**src/rtl/genius_playback_pkg.sv**
```systemverilog
// Shared types for the Genius playback sequencer.
//   color_t          : colour code carried in sequence memory
//   playback_state_t : playback FSM states
//   color_to_leds    : colour code -> one-hot LED vector {yellow, blue, green, red}
package genius_playback_pkg;

  typedef enum logic [1:0] {
    RED    = 2'd0,
    GREEN  = 2'd1,
    BLUE   = 2'd2,
    YELLOW = 2'd3
  } color_t;

  typedef enum logic [2:0] {
    IDLE,
    FETCH,
    LOAD,
    SHOW,
    GAP,
    DONE
  } playback_state_t;

  function automatic logic [3:0] color_to_leds(color_t c);
    logic [3:0] leds;
    leds = 4'b0000;
    case (c)
      RED:     leds = 4'b0001;
      GREEN:   leds = 4'b0010;
      BLUE:    leds = 4'b0100;
      YELLOW:  leds = 4'b1000;
      default: leds = 4'b0000;
    endcase
    return leds;
  endfunction

endpackage

```
**src/rtl/genius_playback_phase_timer.sv**
```systemverilog
// Loadable down-counter used to time the LED on and gap phases.
//   clk, rst_n : clock, async active-low reset
//   load_i     : load value_i into the counter on this edge
//   value_i    : phase length in clocks (>= 1)
//   expired_o  : high in the last cycle of the loaded phase
module genius_playback_phase_timer #(
  parameter int unsigned WIDTH = 8
) (
  input  logic             clk,
  input  logic             rst_n,
  input  logic             load_i,
  input  logic [WIDTH-1:0] value_i,
  output logic             expired_o
);

  logic [WIDTH-1:0] count_q, count_d;

  // A phase of N cycles starts with N in the counter, so the last cycle
  // of the phase is the one where the counter reads 1.
  always_comb begin
    count_d = count_q;
    if (load_i) begin
      count_d = value_i;
    end else if (count_q != '0) begin
      count_d = count_q - WIDTH'(1);
    end
  end

  always_ff @(posedge clk or negedge rst_n) begin
    if (!rst_n) begin
      count_q <= '0;
    end else begin
      count_q <= count_d;
    end
  end

  assign expired_o = (count_q == WIDTH'(1));

endmodule

```
**src/rtl/genius_playback.sv**
```systemverilog
// Genius playback sequencer: on start, reads sequence memory from address 0
// to length-1 and lights the matching colour LED for each item, with
// speed-dependent on time followed by an all-off gap, then pulses done.
//   clk, rst_n        : clock, async active-low reset
//   start, abort      : start request (IDLE only) / level abort to IDLE
//   length, speed     : item count and fast(1)/slow(0), sampled with start
//   sequence_item     : memory read data, valid the cycle after mem_rd
//   mem_rd, addr      : memory read strobe and address
//   led_*             : one-hot colour LEDs
//   busy, done        : playback in progress / one-cycle completion pulse
//
// state | meaning
// IDLE  | waiting for start
// FETCH | mem_rd with addr = idx
// LOAD  | capture colour, load on-time
// SHOW  | LED lit for the on-time
// GAP   | all LEDs off for the gap time
// DONE  | one-cycle done pulse
module genius_playback
  import genius_playback_pkg::*;
#(
  parameter int unsigned ADDR_WIDTH     = 5,
  parameter int unsigned DATA_WIDTH     = 2,
  parameter int unsigned FAST_ON_CYCLES = 12_500_000,
  parameter int unsigned SLOW_ON_CYCLES = 25_000_000,
  parameter int unsigned GAP_CYCLES     = 5_000_000
) (
  input  logic                  clk,
  input  logic                  rst_n,
  input  logic                  start,
  input  logic                  abort,
  input  logic [ADDR_WIDTH:0]   length,
  input  logic                  speed,
  input  logic [DATA_WIDTH-1:0] sequence_item,
  output logic                  mem_rd,
  output logic [ADDR_WIDTH-1:0] addr,
  output logic                  led_red,
  output logic                  led_green,
  output logic                  led_blue,
  output logic                  led_yellow,
  output logic                  busy,
  output logic                  done
);

  localparam int unsigned ON_MAX  = (SLOW_ON_CYCLES > FAST_ON_CYCLES) ? SLOW_ON_CYCLES
                                                                      : FAST_ON_CYCLES;
  localparam int unsigned CYC_MAX = (ON_MAX > GAP_CYCLES) ? ON_MAX : GAP_CYCLES;
  localparam int unsigned TMR_W   = $clog2(CYC_MAX + 1);

  localparam logic [ADDR_WIDTH:0] MAX_LEN = {1'b1, {ADDR_WIDTH{1'b0}}};
  localparam logic [ADDR_WIDTH:0] LEN_ONE = (ADDR_WIDTH + 1)'(1);

  playback_state_t       state_q, state_d;
  logic [ADDR_WIDTH:0]   len_q, len_d;
  logic                  spd_q, spd_d;
  logic [ADDR_WIDTH-1:0] idx_q, idx_d;
  logic [DATA_WIDTH-1:0] color_q, color_d;

  logic                  tmr_load;
  logic [TMR_W-1:0]      tmr_value;
  logic                  tmr_expired;

  logic [ADDR_WIDTH:0]   len_clamped;
  logic                  last_item;
  logic [3:0]            leds;

  genius_playback_phase_timer #(
    .WIDTH(TMR_W)
  ) u_phase_timer (
    .clk      (clk),
    .rst_n    (rst_n),
    .load_i   (tmr_load),
    .value_i  (tmr_value),
    .expired_o(tmr_expired)
  );

  always_comb begin
    state_d   = state_q;
    len_d     = len_q;
    spd_d     = spd_q;
    idx_d     = idx_q;
    color_d   = color_q;
    tmr_load  = 1'b0;
    tmr_value = '0;

    len_clamped = (length > MAX_LEN) ? MAX_LEN : length;
    // len_q is never 0 outside IDLE/DONE, so len_q-1 is a valid item index.
    last_item   = ({1'b0, idx_q} == (len_q - LEN_ONE));

    case (state_q)
      IDLE: begin
        if (start) begin
          len_d   = len_clamped;
          spd_d   = speed;
          idx_d   = '0;
          state_d = (len_clamped == '0) ? DONE : FETCH;
        end
      end
      FETCH: state_d = LOAD;
      LOAD: begin
        color_d   = sequence_item;
        tmr_load  = 1'b1;
        tmr_value = spd_q ? TMR_W'(FAST_ON_CYCLES) : TMR_W'(SLOW_ON_CYCLES);
        state_d   = SHOW;
      end
      SHOW: begin
        if (tmr_expired) begin
          tmr_load  = 1'b1;
          tmr_value = TMR_W'(GAP_CYCLES);
          state_d   = GAP;
        end
      end
      GAP: begin
        if (tmr_expired) begin
          if (last_item) begin
            state_d = DONE;
          end else begin
            idx_d   = idx_q + ADDR_WIDTH'(1);
            state_d = FETCH;
          end
        end
      end
      DONE:    state_d = IDLE;
      default: state_d = IDLE;
    endcase

    if (abort && (state_q != IDLE)) begin
      state_d = IDLE;
      idx_d   = '0;
    end
  end

  always_ff @(posedge clk or negedge rst_n) begin
    if (!rst_n) begin
      state_q <= IDLE;
      len_q   <= '0;
      spd_q   <= 1'b0;
      idx_q   <= '0;
      color_q <= '0;
    end else begin
      state_q <= state_d;
      len_q   <= len_d;
      spd_q   <= spd_d;
      idx_q   <= idx_d;
      color_q <= color_d;
    end
  end

  // Outputs decode registered state only.
  assign leds       = (state_q == SHOW) ? color_to_leds(color_t'(color_q)) : 4'b0000;
  assign led_red    = leds[0];
  assign led_green  = leds[1];
  assign led_blue   = leds[2];
  assign led_yellow = leds[3];
  assign mem_rd     = (state_q == FETCH);
  assign addr       = idx_q;
  assign busy       = (state_q != IDLE);
  assign done       = (state_q == DONE);

endmodule

```
**config.mk**
```make
export PLATFORM = sky130hd
export DESIGN_NAME = genius_playback
export DESIGN_NICKNAME = d
export VERILOG_FILES = /design/src/rtl/genius_playback_pkg.sv /design/src/rtl/genius_playback_phase_timer.sv /design/src/rtl/genius_playback.sv
export SDC_FILE = /design/constraint.sdc
export NUM_CORES = 1
export LEC_CHECK = 0
export ABC_AREA = 0
export BUFFER_PORTS_ARGS = -buffer_cell sky130_fd_sc_hd__clkbuf_2
export CAP_MARGIN = 20
export CORE_ASPECT_RATIO = 1.4
export CORE_MARGIN = 2
export CORE_UTILIZATION = 46
export DETAILED_ROUTE_END_ITERATION = 10
export HOLD_SLACK_MARGIN = 0.08
export PLACE_DENSITY_LB_ADDON = 0.08
export SYNTH_ARGS = -nofsm -noshare
export SYNTH_HDL_FRONTEND = slang
export SYNTH_SLANG_ARGS = --single-unit
```
**constraint.sdc**
```tcl
create_clock -name clk -period 2.33 [get_ports clk]
set_input_delay 0.1165 -clock clk [delete_from_list [all_inputs] [get_ports clk]]
set_output_delay 0.1165 -clock clk [all_outputs]
set_load 0.005 [all_outputs]
```
==> results list, run 1 <==
- Final Hold Vio Count: 0
- Critical Path Sink Type: register
- Tightest slew margin relative to the limit: 0.690
- Summed over all layers, the routed wires come to around 6200 um.
- After routing, the total negative slack on setup checks comes to 0 ps.
* Maximum VDD drop: just over 0.0005 V
- The largest total area in the synthesized netlist belongs to dfrtp_1.
- In the global route stage, overall resource usage came out at 0.229.
- Relative to the synthesized area, the layout overhead comes to 18.2%.
* Register clock-pin slew on the reported worst setup and hold paths: 80 ps
* Net count of the finished layout: ~350
- Clock skew: 7.79 ps
- TritonCTS built the clock tree.
- Final cycle utilization of the critical path: 0.933
- In this run the deepest clock path goes through 2 buffers.
- Via total after detailed routing: ~2200
* Cell count after synthesis: ~290
- The floorplan has 32 rows.
- Number of flip-flops and latches in the synthesized netlist: between 40 and 50
- For this run, the top clock speed supported by timing is ~460 MHz.
- Avg WL per Cell: 15.4 um
* Core Util, Final: 0.556
* Weighted congestion reported at the end of routability-driven placement: around 0.82
- With fillers left out, the area of the finished cells amounts to 3010 um2.
- Cell count of the worst reg-to-reg path: 6
- STA puts the critical path data required time at 2530 ps.
- The critical path is of the reg -> reg type.
* Post-detailed-route count of antenna-violating nets: 0
- Post CTS Setup Buffer Count: 0
* Synthesized area per cell: around 8.9 um2
- 25 I/O pins were placed.
* Slew Viols, Final: 0
- Area share of the largest cell type after synthesis: 0.413
- Wire length of the first global-routing pass: 10500 um
- CP Launch Point: u_phase_timer.count_q[10]
* Fraction of final layout cells sized beyond drive strength 1: 0.195
* Via count of the first global-routing pass: 2244
* Yosys warns: 0
- Antenna violations before repair: 0
* Initial standard-cell utilization of the core: 0.471
- Number of max-cap violations: 0
- Critical Path AT: roughly 2400 ps
- Final antenna diode count: 0
- Counting flops with a built-in enable in the synthesized netlist gives 0.
- The H-tree was split into 2 levels.
- Along the worst path, the maximum fanout reaches 6.
- Static leakage power: approximately 1.3 nW
- Area of the mapped netlist: about 2500 um2
- In this run the register-to-register setup slack is 150 ps.
* TritonRoute pass-1 iters: 5
* Cell variety after synth: 51
* Total power per unit cell area: 1030 nW/um2
* Clock tree root driver cell: clkbuf_8
- Detailed-route vias per instance: about 5.5
- RSZ-0062 raised after global routing: false
- Detailed placement finished with a half-perimeter wire length of 4740 um.
- Sequential element share of the synthesized area: 0.413
- Placed Cells incl. Taps: 386
* Clock Sinks: 42
- Clock tree synthesis inserted a total of 5 buffers.
- Most frequent cell after synthesis: dfrtp_1
- When the netlist entered floorplanning its net count stood at 303.
* Endpoint of the most critical setup path: addr[4]
* Core area: 5410 um2
- In this run the vertical extent of the chip is between 90 and 100 um.
- At the later pin of the worst-skew pair, clock insertion delay measures 300 ps.
- The min-delay analysis places its worst path in the category in -> reg.
- The worst register-to-register path ends at addr[4].
- The floorplan step defined a die boundary enclosing 6150 um2.
- The run finished with clean final reports.
* Overall overflow remaining after global route: 0
* Pin count of the biggest net entering global routing: 26
- Final Setup Violations: 0
* Origin of the worst min-delay path: length[0]
* Die Wd: 66.8 um
- Fraction of registers with async set or reset after synthesis: 1.00
- Placed standard-cell area: 2830 um2
- During placement, the flow inserted port buffers numbering 24.
* Crit start category: register
- The commonest cells after synthesis are dfrtp_1 (42), nand2_1 (31), nor2_1 (30).
- By area the synthesized netlist is led by dfrtp_1 (41%), xor2_1 (5.5%), nand2_1 (4.6%).
* Number of violations reported at the end of detailed-routing iteration 0: 67
* Top_reg_cell synth: dfrtp_1
- In this run the critical register-to-register path is launched from u_phase_timer.count_q[10].
- Fill cell instance count of the final layout: a little over 500
* Shortest clock period the worst path allows after layout: 2180 ps
- DRC violation count after routing: 0
- Worst Tran Pin Value: 465 ps
- The count of cells in the finished layout, fillers not included, comes to about 400.
critical path, stage by stage, from the launching register on:
cell and delay [ps]:
dfrtp_1 390, or3_1 440, or3_4 440, nor3_4 320, o211ai_4 120, a32oi_1 150
a21bo_1 210
cell usage in the layout (no fill, tap or decap), types with 2 or more instances in the layout:
cell type and instances:
nor2b_1 2, xnor2_1 13, nor4_1 7, nor3b_1 4, o21ai_0 21, a32oi_1 2, nor3_1 16, xor2_1 16
o31ai_1 2, mux2_2 2, a21oi_1 11, or3_1 5, buf_4 17, or2_2 2, and3_1 4, dlygate4sd3_1 8
nor2_1 30, nand3_1 9, inv_1 10, and2_0 2, a211oi_1 2, clkbuf_8 6, nand2b_1 8, dfrtp_1 42
nand4_1 3, ha_1 5, nand2_1 31, clkbuf_2 24, nand3b_1 3, nor3_4 2
worst min path at each step:
stage,to,slack [ps],cells past startpoint
6_report,len_q[0],90,3
5_1_grt,len_q[0],100,3
4_1_cts,len_q[0],80,3
3_5_place_dp,addr[4],90,1
3_3_place_gp,addr[4],90,1
2_1_floorplan,addr[0],-180,0
cell families after synthesis:
logic type | after synthesis | share of synthesized area
mux | 3 | 0.0128
xor+xnor | 29 | 0.0999
buf+inv | 18 | 0.0325
fa+ha+maj | 5 | 0.0246
flops | 42 | 0.413
simple gates | 137 | 0.290
compound gates | 51 | 0.127
layer usage:
layer,part of all wire,global-route usage,vias up,wire (um)
met5,0,0,-,0
met4,0.036,0.114,0,221
met3,0.024,0.0380,14,149
met2,0.55,0.426,41,3410
met1,0.39,0.238,1049,2420
li1,-,-,1103,-
what timing repair did:
action | 4_1_cts | 5_1_grt
endpoints found under the hold margin | 24 | 0
resized for setup | 0 | 0
hold buffers | 8 | 0
through the flow:
stage	power, mW	worst slack, ps	hold WS (ps)
floorplan	2.16	95.4	-179
global placement	2.59	198	90.6
detailed placement	2.60	170	89.2
CTS	3.12	162	81.2
global route	3.36	34.8	103
finish	3.09	155	90.9
where the power goes:
group          internal (mW)  total (mW)  leakage (nW)  switching (mW)
Clock                  0.238       0.495        0.0472           0.256
Combinational          0.601        1.33         0.744           0.729
Sequential             0.978        1.26         0.509           0.284
cell type report:
type                       count  area [um2]  share of cell area
clock buffer                   6        82.6              0.0275
clock inverter                 2        12.5             0.00416
inverter                      10        37.5              0.0125
multi-input combinational    225        1410               0.469
sequential                    42        1050               0.350
tap                           68        85.1              0.0283
timing repair buffer          49         328               0.109
flip-flops by register name, indices dropped and copies added (netlist names):
register,count
addr,5
color_q,2
len_q,6
spd_q,1
state_q,3
u_phase_timer.count_q,25
Power figures use the tool's default switching activity.
==> inputs of run 2 (changes only) <==
HOLD_SLACK_MARGIN = 0.1   (was 0.08)
SETUP_SLACK_MARGIN = 0.2   (was default)
clock period = 2.55 ns   (was 2.33 ns; I/O delays follow)
==> results list, run 2 (same netlist as run 1, synthesis figures left out) <==
* Max reg flops: 25 (unchanged)
* Crit start category: register (unchanged)
* Final sum of negative setup slack: 0 ps (unchanged)
- All-Layer GR Usage: 0.219 (was 0.229)
- Worst-case setup slack after placement: 226 ps (was 170 ps)
- The via count is 2225 (was 2207).
- The via density per instance is 5.59 (was 5.49).
* Most common cell after layout, fill and taps aside: dfrtp_1 (unchanged)
- Final cell area excluding filler cells: 3020 um2 (was 3010 um2)
- Overall overflow remaining after global route: 0 (unchanged)
- The clock skew after layout came to 4.35 ps (was 7.79 ps).
* Delay contributed by the slowest stage of the critical path: 440 ps (about the same)
- The worst-path maximum fanout was 5 (was 6).
- The max-capacitance violation count was 0 (unchanged).
- Core area: 5410 um2 (unchanged)
- The clock insertion delay at the later pin of the skew report came to 300 ps (about the same).
* Die Wd: 66.8 um (unchanged)
- Top library cells by usage in the layout, fill and taps aside: dfrtp_1 (42), nand2_1 (31), nor2_1 (30) (unchanged)
* Hold WC Path Type: in -> reg (unchanged)
- Fraction of final layout cells sized beyond drive strength 1: 0.185 (was 0.195)
- The transition time of the tightest slew-check pin was 607 ps (was 465 ps).
- The register with the most flip-flops is u_phase_timer.count_q (unchanged).
* Initial standard-cell utilization of the core: 0.471 (unchanged)
* Static leakage power: 1.30 nW (about the same)
- Layout overhead on the synthesized area: 18.8% (was 18.2%)
* Number of placement rows: 32 (unchanged)
- Tightest slew margin relative to the limit: 0.592 (was 0.690)
- The final max-slew violation count came to 0 (unchanged).
- The worst-case vdd ir drop is 0.000678 V (was 0.000515 V).
* Antenna violations before repair: 0 (unchanged)
- The post-layout worst setup margin is 318 ps (was 155 ps).
* Clock Sinks: 42 (unchanged)
- Required @ worst endpoint: 2710 ps (was 2530 ps)
- Register clock-pin slew on the reported worst setup and hold paths: 80 ps (about the same)
* Maximum operating frequency: 448 MHz (was 460 MHz)
* Final Setup Violations: 0 (unchanged)
- Critical Path AT: 2400 ps (was 2370 ps)
- Maximum clock path buffer count: 2 (unchanged)
* Number of clock buffers inserted by TritonCTS: 5 (unchanged)
- DIE HEIGHT: 92.0 um (unchanged)
- Placed standard-cell area: 2770 um2 (was 2830 um2)
- Critical Path Sink Type: register (unchanged)
- The number of fill cells in the layout was 514 (was 513).
- Number of levels the H-tree was split into: 2 (unchanged)
* Seq. cell area: 1050 um2 (unchanged)
- The count of pins on the block boundary came to 25 (unchanged).
* Total wirelength of the detailed-routed design: 6100 um (was 6200 um)
- The count of input and output buffers was 24 (unchanged).
- The global placer's final weighted congestion came to 0.839 (was 0.822).
- The clock tree root buffer cell was clkbuf_8 (unchanged).
- The post-route fraction of the period consumed by the critical path was 0.875 (was 0.933).
- RSZ-0062 raised after global routing: false (unchanged).
- The final antenna diode count came to 0 (unchanged).
* Avg WL per Cell: 15.3 um (was 15.4 um)
- The critical path's slowest cell is or3_1 (unchanged).
- Class of the most critical setup path: reg -> reg (unchanged)
- The number of global-route vias before repair is 2177 (was 2244).
- Cell Chain, Critical Path: or3_1, nor3_4, buf_4, nand3_1, o21ai_0, buf_4, o21ai_0 (was or3_1, or3_4, nor3_4, o211ai_4, a32oi_1, a21bo_1).
- Multi-input gate area: 1420 um2 (was 1410 um2)
- The total die area was 6150 um2 (unchanged).
* Pin count of the biggest net entering global routing: 43 (was 26)
* DRC violation count after routing: 0 (unchanged)
- TritonRoute pass-1 iters: 4 (was 5)
- The total power is 2.88 mW (was 3.09 mW).
- Number of violations reported at the end of detailed-routing iteration 0: 64 (was 67)
* Total power per unit cell area: 955 nW/um2 (was 1030 nW/um2)
- The global-route wire length before repair was 10200 um (was 10500 um).
* CTS tree: built (unchanged)
- Shortest clock period the worst path allows after layout: 2230 ps (was 2180 ps)
- HPWL reported at the end of detailed placement: 4420 um (was 4740 um)
- The final net count is 348 (was 351).
- Outcome: finished, final reports clean (unchanged).
- Final Hold Vio Count: 0 (unchanged)
- The post-detailed-route count of antenna-violating nets came to 0 (unchanged).
==> run 2: metrics by stage <==
stage / hold WS [ps] / utilization / cells
finish: 144 / 0.559 / 398
global route: 145 / 0.559 / 398
CTS: 140 / 0.550 / 394
detailed placement: 330 / 0.513 / 378
global placement: 321 / 0.513 / 378
floorplan: -168 / - / 285
==> run 2: critical path, delay by kind of cell, from the launching register on <==
kind / cells / cell delay (ps)
compound gates: 2 / 520
buf+inv: 2 / 370
flops: 1 / 410
simple gates: 3 / 790
==> run 2: path summary, 6_finish.rpt <==
kind	to	cells past startpoint	from	slack, ps
worst max-delay path	u_phase_timer.count_q[5]	7	u_phase_timer.count_q[12]	320
worst min register to register	len_q[4]	2	len_q[4]	540
worst min-delay path	len_q[5]	2	length[5]	140
min in group asynchronous	state_q[0]	2	rst_n	300
max in group asynchronous	u_phase_timer.count_q[21]	3	rst_n	1760
worst max register to register	u_phase_timer.count_q[5]	7	u_phase_timer.count_q[12]	320
==> run 2: layout make-up <==
type / instances / share of cell area
Clock buffer: 6 / 0.0273
Clock inverter: 1 / 0.00994
Tap cell: 68 / 0.0282
Timing Repair Buffer: 46 / 0.106
Inverter: 10 / 0.0124
Sequential cell: 42 / 0.348
Multi-Input combinational cell: 225 / 0.468
==> run 2: power breakdown <==
group	internal [mW]	total [mW]	switching [mW]
sequential	0.894	1.17	0.272
combinational	0.524	1.17	0.650
clock	0.313	0.544	0.231
==> run 2: timing repair <==
item / CTS / global route
gates resized for setup: 0 / 2
hold buffers: 9 / 0
buffers inserted: 0 / 3
endpoints found under the hold margin: 50 / 0
setup endpoints to repair: 0 / 8
==> run 2: routing by layer <==
| layer | track usage | wire [um] |
|---|---|---|
| met5 | 0 | 0 |
| met4 | 0.104 | 201 |
| met3 | 0.0344 | 147 |
| met2 | 0.394 | 3290 |
| met1 | 0.243 | 2460 |
